**src/rtl/fib_result_reader_pkg.sv**
```systemverilog
// Shared definitions for the result-RAM writer (generation controller) and reader.
// Holds the default widths, the last result address and the reader state encoding.
package fib_result_reader_pkg;

    localparam int RESULT_DATA_W    = 32;
    localparam int RESULT_ADDR_W    = 6;
    localparam int RESULT_LAST_ADDR = 29;

    localparam logic [2:0] ST_IDLE    = 3'd0;
    localparam logic [2:0] ST_ISSUE   = 3'd1;
    localparam logic [2:0] ST_CAPTURE = 3'd2;
    localparam logic [2:0] ST_HOLD    = 3'd3;
    localparam logic [2:0] ST_DONE    = 3'd4;

    typedef enum logic [2:0] {
        IDLE    = ST_IDLE,
        ISSUE   = ST_ISSUE,
        CAPTURE = ST_CAPTURE,
        HOLD    = ST_HOLD,
        DONE    = ST_DONE
    } state_t;

endpackage

```
**src/rtl/fib_result_reader_if.sv**
```systemverilog
// Valid/ready word stream from the result reader to the display/UART sink.
interface fib_result_reader_if
    import fib_result_reader_pkg::*;
#(
    parameter int DATA_W = RESULT_DATA_W
);
    logic [DATA_W-1:0] out_data;
    logic              out_valid;
    logic              out_ready;
    logic              out_last;

    modport master (output out_data, output out_valid, output out_last, input out_ready);
    modport slave  (input out_data, input out_valid, input out_last, output out_ready);
endinterface

```
**src/rtl/fib_checksum_acc.sv**
```systemverilog
// Wrapping accumulator with synchronous clear; clear wins over enable.
module fib_checksum_acc
    import fib_result_reader_pkg::*;
#(
    parameter int DATA_W = RESULT_DATA_W
) (
    input  logic              clk,
    input  logic              rst_n,
    input  logic              clr,
    input  logic              en,
    input  logic [DATA_W-1:0] din,
    output logic [DATA_W-1:0] sum
);

    always_ff @(posedge clk or negedge rst_n) begin
        if (!rst_n)   sum <= '0;
        else if (clr) sum <= '0;
        else if (en)  sum <= sum + din;
    end

endmodule

```
**src/rtl/fib_result_reader.sv**
```systemverilog
// Reads result RAM words 0..LAST_ADDR after a start pulse and streams them out
// on a valid/ready port, keeping a running checksum of accepted words.
module fib_result_reader
    import fib_result_reader_pkg::*;
#(
    parameter int DATA_W    = RESULT_DATA_W,
    parameter int ADDR_W    = RESULT_ADDR_W,
    parameter int LAST_ADDR = RESULT_LAST_ADDR
) (
    input  logic               clk,
    input  logic               rst_n,
    input  logic               start,
    output logic               ram_en,
    output logic [ADDR_W-1:0]  ram_addr,
    input  logic [DATA_W-1:0]  ram_rdata,
    fib_result_reader_if.master out_if,
    output logic               busy,
    output logic               done,
    output logic [DATA_W-1:0]  checksum
);

    localparam logic [ADDR_W-1:0] LAST_A = ADDR_W'(LAST_ADDR);

    state_t state;
    logic   accept_start;
    logic   accept_word;

    // start only counts from a resting state; mid-pass pulses are dropped
    assign accept_start = start && (state == IDLE || state == DONE);
    assign accept_word  = (state == HOLD) && out_if.out_ready;
    assign busy         = (state == ISSUE) || (state == CAPTURE) || (state == HOLD);

    always_ff @(posedge clk or negedge rst_n) begin
        if (!rst_n) begin
            state            <= IDLE;
            ram_en           <= 1'b0;
            ram_addr         <= '0;
            out_if.out_data  <= '0;
            out_if.out_valid <= 1'b0;
            out_if.out_last  <= 1'b0;
            done             <= 1'b0;
        end else begin
            case (state)
                IDLE, DONE: begin
                    if (accept_start) begin
                        ram_addr <= '0;
                        ram_en   <= 1'b1;
                        done     <= 1'b0;
                        state    <= ISSUE;
                    end
                end
                ISSUE: begin
                    // RAM samples ram_addr at this edge; data lands next cycle
                    ram_en <= 1'b0;
                    state  <= CAPTURE;
                end
                CAPTURE: begin
                    out_if.out_data  <= ram_rdata;
                    out_if.out_valid <= 1'b1;
                    out_if.out_last  <= (ram_addr == LAST_A);
                    state            <= HOLD;
                end
                HOLD: begin
                    if (out_if.out_ready) begin
                        out_if.out_valid <= 1'b0;
                        out_if.out_last  <= 1'b0;
                        if (ram_addr == LAST_A) begin
                            done  <= 1'b1;
                            state <= DONE;
                        end else begin
                            ram_addr <= ram_addr + 1'b1;
                            ram_en   <= 1'b1;
                            state    <= ISSUE;
                        end
                    end
                end
                default: state <= IDLE;
            endcase
        end
    end

    fib_checksum_acc #(.DATA_W(DATA_W)) u_acc (
        .clk   (clk),
        .rst_n (rst_n),
        .clr   (accept_start),
        .en    (accept_word),
        .din   (out_if.out_data),
        .sum   (checksum)
    );

endmodule

```
**src/flat_wrapper.sv**
```systemverilog
// flat-port wrapper written by rule: the top's interface ports become plain ports
module fib_result_reader_flat import fib_result_reader_pkg::*;
#(
    parameter int DATA_W    = RESULT_DATA_W,
    parameter int ADDR_W    = RESULT_ADDR_W,
    parameter int LAST_ADDR = RESULT_LAST_ADDR
)
  (clk, rst_n, start, ram_en, ram_addr, ram_rdata, busy, done, checksum, out_if_out_data, out_if_out_valid, out_if_out_last, out_if_out_ready);
  fib_result_reader_if #(.DATA_W(DATA_W)) out_if_i ();
  input  logic clk;
  input  logic rst_n;
  input  logic start;
  output logic ram_en;
  output logic [ADDR_W-1:0] ram_addr;
  input  logic [DATA_W-1:0] ram_rdata;
  output logic busy;
  output logic done;
  output logic [DATA_W-1:0] checksum;
  output wire logic [$bits(out_if_i.out_data)-1:0] out_if_out_data;
  output wire logic [$bits(out_if_i.out_valid)-1:0] out_if_out_valid;
  output wire logic [$bits(out_if_i.out_last)-1:0] out_if_out_last;
  input wire logic [$bits(out_if_i.out_ready)-1:0] out_if_out_ready;
  assign out_if_out_data = out_if_i.out_data;
  assign out_if_out_valid = out_if_i.out_valid;
  assign out_if_out_last = out_if_i.out_last;
  assign out_if_i.out_ready = out_if_out_ready;
  fib_result_reader #(.DATA_W(DATA_W), .ADDR_W(ADDR_W), .LAST_ADDR(LAST_ADDR)) u_core (.clk(clk), .rst_n(rst_n), .start(start), .ram_en(ram_en), .ram_addr(ram_addr), .ram_rdata(ram_rdata), .out_if(out_if_i), .busy(busy), .done(done), .checksum(checksum));
endmodule
```
**config.mk**
```make
export PLATFORM = sky130hd
export DESIGN_NAME = fib_result_reader_flat
export DESIGN_NICKNAME = d
export VERILOG_FILES = /design/src/rtl/fib_result_reader_pkg.sv /design/src/rtl/fib_result_reader_if.sv /design/src/rtl/fib_checksum_acc.sv /design/src/rtl/fib_result_reader.sv /design/src/flat_wrapper.sv
export SDC_FILE = /design/constraint.sdc
export NUM_CORES = 1
export LEC_CHECK = 0
export CAP_MARGIN = 15
export CORE_ASPECT_RATIO = 1.5
export CORE_MARGIN = 2
export CORE_UTILIZATION = 50
export DETAILED_ROUTE_END_ITERATION = 10
export GPL_ROUTABILITY_DRIVEN = 0
export PLACE_DENSITY = 0.81
export SLEW_MARGIN = 20
export SYNTH_ARGS = -nofsm -noshare
export SYNTH_HDL_FRONTEND = slang
export SYNTH_SLANG_ARGS = --single-unit
```
**constraint.sdc**
```tcl
create_clock -name clk -period 3 [get_ports clk]
set_clock_uncertainty 0.1 [all_clocks]
set_input_delay 0.6 -clock clk [delete_from_list [all_inputs] [get_ports clk]]
set_output_delay 0.6 -clock clk [all_outputs]
set_load 0.01 [all_outputs]
```
Yosys cells after proc, flatten, opt, wreduce, memory -nomap -nowiden --
Index checks and enable logic that the tools add are counted.
Word-level totals: bits in registers 77, bits of input ports 36, output and inout port bits 75, word-level logic and storage cells 56
Operators by class: add/sub/neg operators 2, muxes and demuxes 21, reductions and logical operators 16, equal/unequal tests 9
Operators with widths (count):
- 32-bit 2-to-1 mux | 2
- 32-bit adder | 1
- 6-bit 2-to-1 mux | 3
- 3-bit case mux with 4 select lines | 1
- 6-bit case mux with 2 select lines | 1
- 4-bit AND reduction | 3
- 3-bit 2-to-1 mux | 3
- 1-bit 2-to-1 mux | 7
- 6-bit by 1-bit adder with 6-bit output, second input constant | 1
- 3-bit by 2-bit == test with 1-bit output, second input constant | 2
- 6-bit by 5-bit == test with 1-bit output, second input constant | 1
- 2-bit inequality test, second input constant | 3
- 1-bit case mux with 2 select lines | 3
- 2-bit nonzero test | 3
- 2-bit AND reduction | 2
- 3-bit by 1-bit == test with 1-bit output, second input constant | 1
- 3-bit == test, second input constant | 1
- 3-bit logical NOT | 1
- 1-bit logical OR | 3
- 1-bit case mux with 3 select lines | 1
- 3-bit nonzero test | 1
- 1-bit logical AND | 2
- 2-bit by 1-bit inequality test with 1-bit output, second input constant | 1
- 2-bit OR reduction | 1

Longest topological paths before layout --
word-level depth 5, gate-level depth with buffers 10, mapped depth without buffers 10

Cells and area by module --
A second synthesis with hierarchy kept.
Unflattened totals: cell total of the unflattened synthesis 484, area, all modules 4858.4 µm²
Modules (own cells, without submodules):
- fib_checksum_acc | seq. area each 800.8 µm², cells an instance 346, instances 1, area an instance 2949.1 µm²
- fib_result_reader | seq. area each 1126.1 µm², cells an instance 138, instances 1, area an instance 1909.3 µm²

Least setup slack after synthesis --
Ideal clock, no wire load.
path kind flip-flop to flip-flop, start register u_core.out_if.out_data[0], end register u_core.u_acc.sum[22], arrival time 2470 ps, period minus slack after synthesis 2692 ps, path slack 308 ps, stages on the path, launching flop included 10, setup time 122 ps, path buffers 0, data required time 2778 ps, cell sequence dfrtp_1 ha_1 fa_1 a211oi_1 o21a_1 nor3b_2 o211ai_2 a21oi_2 or3_1 a32o_1
On the way: word-level cells in the longest chain between the ends 3
RTL lines:
- start: declaration | line fib_result_reader_if.sv:12 | modport master (output out_data, output out_valid, output out_last, input out_ready);
- start signal: assignment | line fib_result_reader.sv:58 | out_if.out_data <= ram_rdata;
- 32-bit adder | line fib_checksum_acc.sv:18 | else if (en) sum <= sum + din;
- 32-bit 2-to-1 mux | line fib_checksum_acc.sv:18
- 32-bit 2-to-1 mux | line fib_checksum_acc.sv:17 | else if (clr) sum <= '0;
- end signal: assignment | line fib_checksum_acc.sv:18
- end: declaration | line fib_checksum_acc.sv:12 | output logic [DATA_W-1:0] sum
Every way passes these cells. The select of a mux whose other input is x is not followed. A chain may end at the register's enable or synchronous reset.

Worst setup path in the final report --
Same ends and word-level chain as after synthesis.

==> results.ini <==
[status]
outcome=finished clean

[route]
viasPerCell=5.74
vias=3870
totalWireLength_mm=11.6
first_pass_iters=4
wl_per_cell_um=17.2
drtAntennaViolNets=0
drt_iter0_markers=189
post-route-drc-count=0

[critical_path]
cp_data_required_time_ps=3130
rrSetupSlack_ps=190
worstPathMaxFanout=4
worstSetupPathType=reg2reg
startpoint_type=register
end_kind=register
crit_arrival_ps=2940

[floorplan]
ioPinCount=111
rows=42
core_area_mm2=0.00883
die_h_um=121
start_util_pct=51.3
die_w_um=81.7
die_area_mm2=0.00985

[logic_synthesis]
syn_nets=517
ys_seq_area_share_pct=42.5
avgSynthCellArea_um2=10.1
ys_ff_latch=77
synth_ff_type=dfrtp_1
syn_inst=447
synthArstFlopShare_pct=100
yosysUniqueCellTypes=57
syn_area_mm2=0.00453
synth_edf_count=0
yosysWarnings=0

[clocking]
htreeDepth=3
cts_tree=done
root_buffer=clkbuf_16
clockBufferDepth=2
clk_latency_ps=340
numClockSinks=77
hold_buffers=0
cts.clk_slew.worst_paths_ps=60
cts_buffers=9

[timing]
setup_ws_ps=189
period_share_pct=93.7
slew_violations=0
slew_headroom_pct=34.9
worstMarginPinSlew_ps=977
max_freq_mhz=356
fin_crit_ps=2810
hold_viol_final=0
setup_viol=0

[finish]
design_area_mm2=0.00609
syn_to_final_growth_pct=34.5
fin_cells=674
utilization_pct=69.0
diodes=0
final_common_cell=clkdlybuf4s50_1
mostFrequentLayoutCells=clkdlybuf4s50_1 (109), dfrtp_1 (77), nand2_1 (46), o21ai_0 (33)
nets=629
layout-drive-gt1-share_pct=12.8

[power]
powerDensity_mw_per_mm2=1370
ir_worst_vdd_uv=691
power.leakage_nw=2.68
power_mw=8.32

[global_routing]
grt.overflow.total=0
grt_max_degree=78
grt_pass1_wl_mm=19.1
antenna_found_initial=0
grt_pass1_vias=4069
track_usage_pct=25.1

[placed_design]
dp_slack_ps=82.2
port_buffers=110
dpl.hpwl_mm=8.39
placed_cells=657
placed_area_mm2=0.00577

[min_path]
hold_class=in2async

[run]
drv_cap=0

==> metrics by stage <==
step / hold WS (ps) / setup TNS (ps)
5_1_grt: 393 / -20.0
6_report: 320 / 0
3_5_place_dp: 369 / 0
2_1_floorplan: 204 / 0
4_1_cts: 364 / 0
3_3_place_gp: 363 / 0
==> worst paths after layout <==
check | endpoint | cells after the start | start
worst max-delay path | u_core.u_acc.sum[22] | 9 | u_core.out_if.out_data[0]
worst min-delay path | u_core.out_if.out_data[3] | 1 | rst_n
worst max register to register | u_core.u_acc.sum[22] | 9 | u_core.out_if.out_data[0]
worst min register to register | u_core.out_if.out_valid | 1 | u_core.out_if.out_valid
max in group asynchronous | u_core.out_if.out_data[22] | 1 | rst_n
min in group clk | u_core.out_if.out_valid | 1 | u_core.out_if.out_valid
==> worst max-delay path: stages (launching register included) <==
cell	delay (ps)
dfrtp_1	400
ha_1	260
fa_1	450
a211oi_2	300
o21a_1	200
nor3b_2	70
o211ai_2	230
a21oi_2	110
or3_1	350
a32o_1	250
==> report_power, final <==
group / total (mW) / switching (mW) / internal (mW)
clock network: 1.02 / 0.436 / 0.582
logic: 5.31 / 2.70 / 2.61
registers: 1.99 / 0.458 / 1.53
total: 8.32 / 3.59 / 4.73
==> logic make-up after synthesis <==
group           Yosys count  share of synthesized area (%)
compound gates          130                           19.2
mux                      37                           9.06
fa+ha+maj                34                           9.56
buf+inv                  22                           1.82
flops                    77                           42.5
simple gates            119                           12.4
xor+xnor                 28                           5.41
==> what timing repair did <==
item / CTS / global route
endpoints found under the setup margin: 0 / 5
gates resized for setup: 0 / 5
setup buffers: 0 / 1
==> layout make-up <==
| class | instances | area (µm²) |
|---|---|---|
| Sequential cell | 77 | 1930 |
| Clock buffer | 11 | 243 |
| Timing Repair Buffer | 115 | 1150 |
| Tap cell | 110 | 138 |
| Multi-Input combinational cell | 348 | 2570 |
| Fill cell | 677 | 2740 |
| Clock inverter | 5 | 36.3 |
| Inverter | 8 | 30.0 |
==> Yosys cell counts (all sizes together), types with 2 or more instances <==
cell / n / area [µm²]
a211oi: 3 / 27.5
a21boi: 2 / 15.0
a21o: 19 / 143
a21oi: 28 / 144
a22o: 4 / 35.0
a31oi: 6 / 43.8
a32o: 2 / 20.0
and2: 2 / 12.5
and3: 5 / 31.3
clkbuf: 14 / 52.6
dfrtp: 77 / 1930
ha: 33 / 413
inv: 8 / 30.0
mux2: 32 / 360
mux2i: 5 / 50.1
nand2: 46 / 173
nand2b: 2 / 12.5
nand3: 7 / 35.0
nand3b: 2 / 15.0
nand4: 6 / 37.5
nor2: 25 / 93.8
nor2b: 4 / 25.0
nor3: 10 / 50.1
nor3b: 2 / 20.0
o2111a: 2 / 22.5
o211a: 2 / 20.0
o211ai: 5 / 42.5
o21a: 2 / 15.0
o21ai: 39 / 203
o21bai: 3 / 22.5
o31ai: 4 / 35.0
or2: 3 / 18.8
or3: 3 / 18.8
xnor2: 14 / 123
xor2: 14 / 123
==> metal layers <==
| metal | vias up | wire length (µm) | track usage (%) |
|---|---|---|---|
| met5 | - | 0 | 0 |
| met4 | 0 | 322 | 11.7 |
| met3 | 25 | 487 | 4.55 |
| met2 | 106 | 6350 | 45.0 |
| met1 | 1880 | 4420 | 28.0 |
| li1 | 1859 | - | - |
==> sequential cells by signal, summed over array words and instances (netlist names) <==
signal,count
u_core.state,3
u_core.out_if.out_data,32
u_core.done,1
u_core.ram_en,1
u_core.u_acc.sum,32
u_core.out_if.out_last,1
u_core.out_if.out_valid,1
u_core.ram_addr,6
No activity file was read; power rests on OpenSTA's default activity.
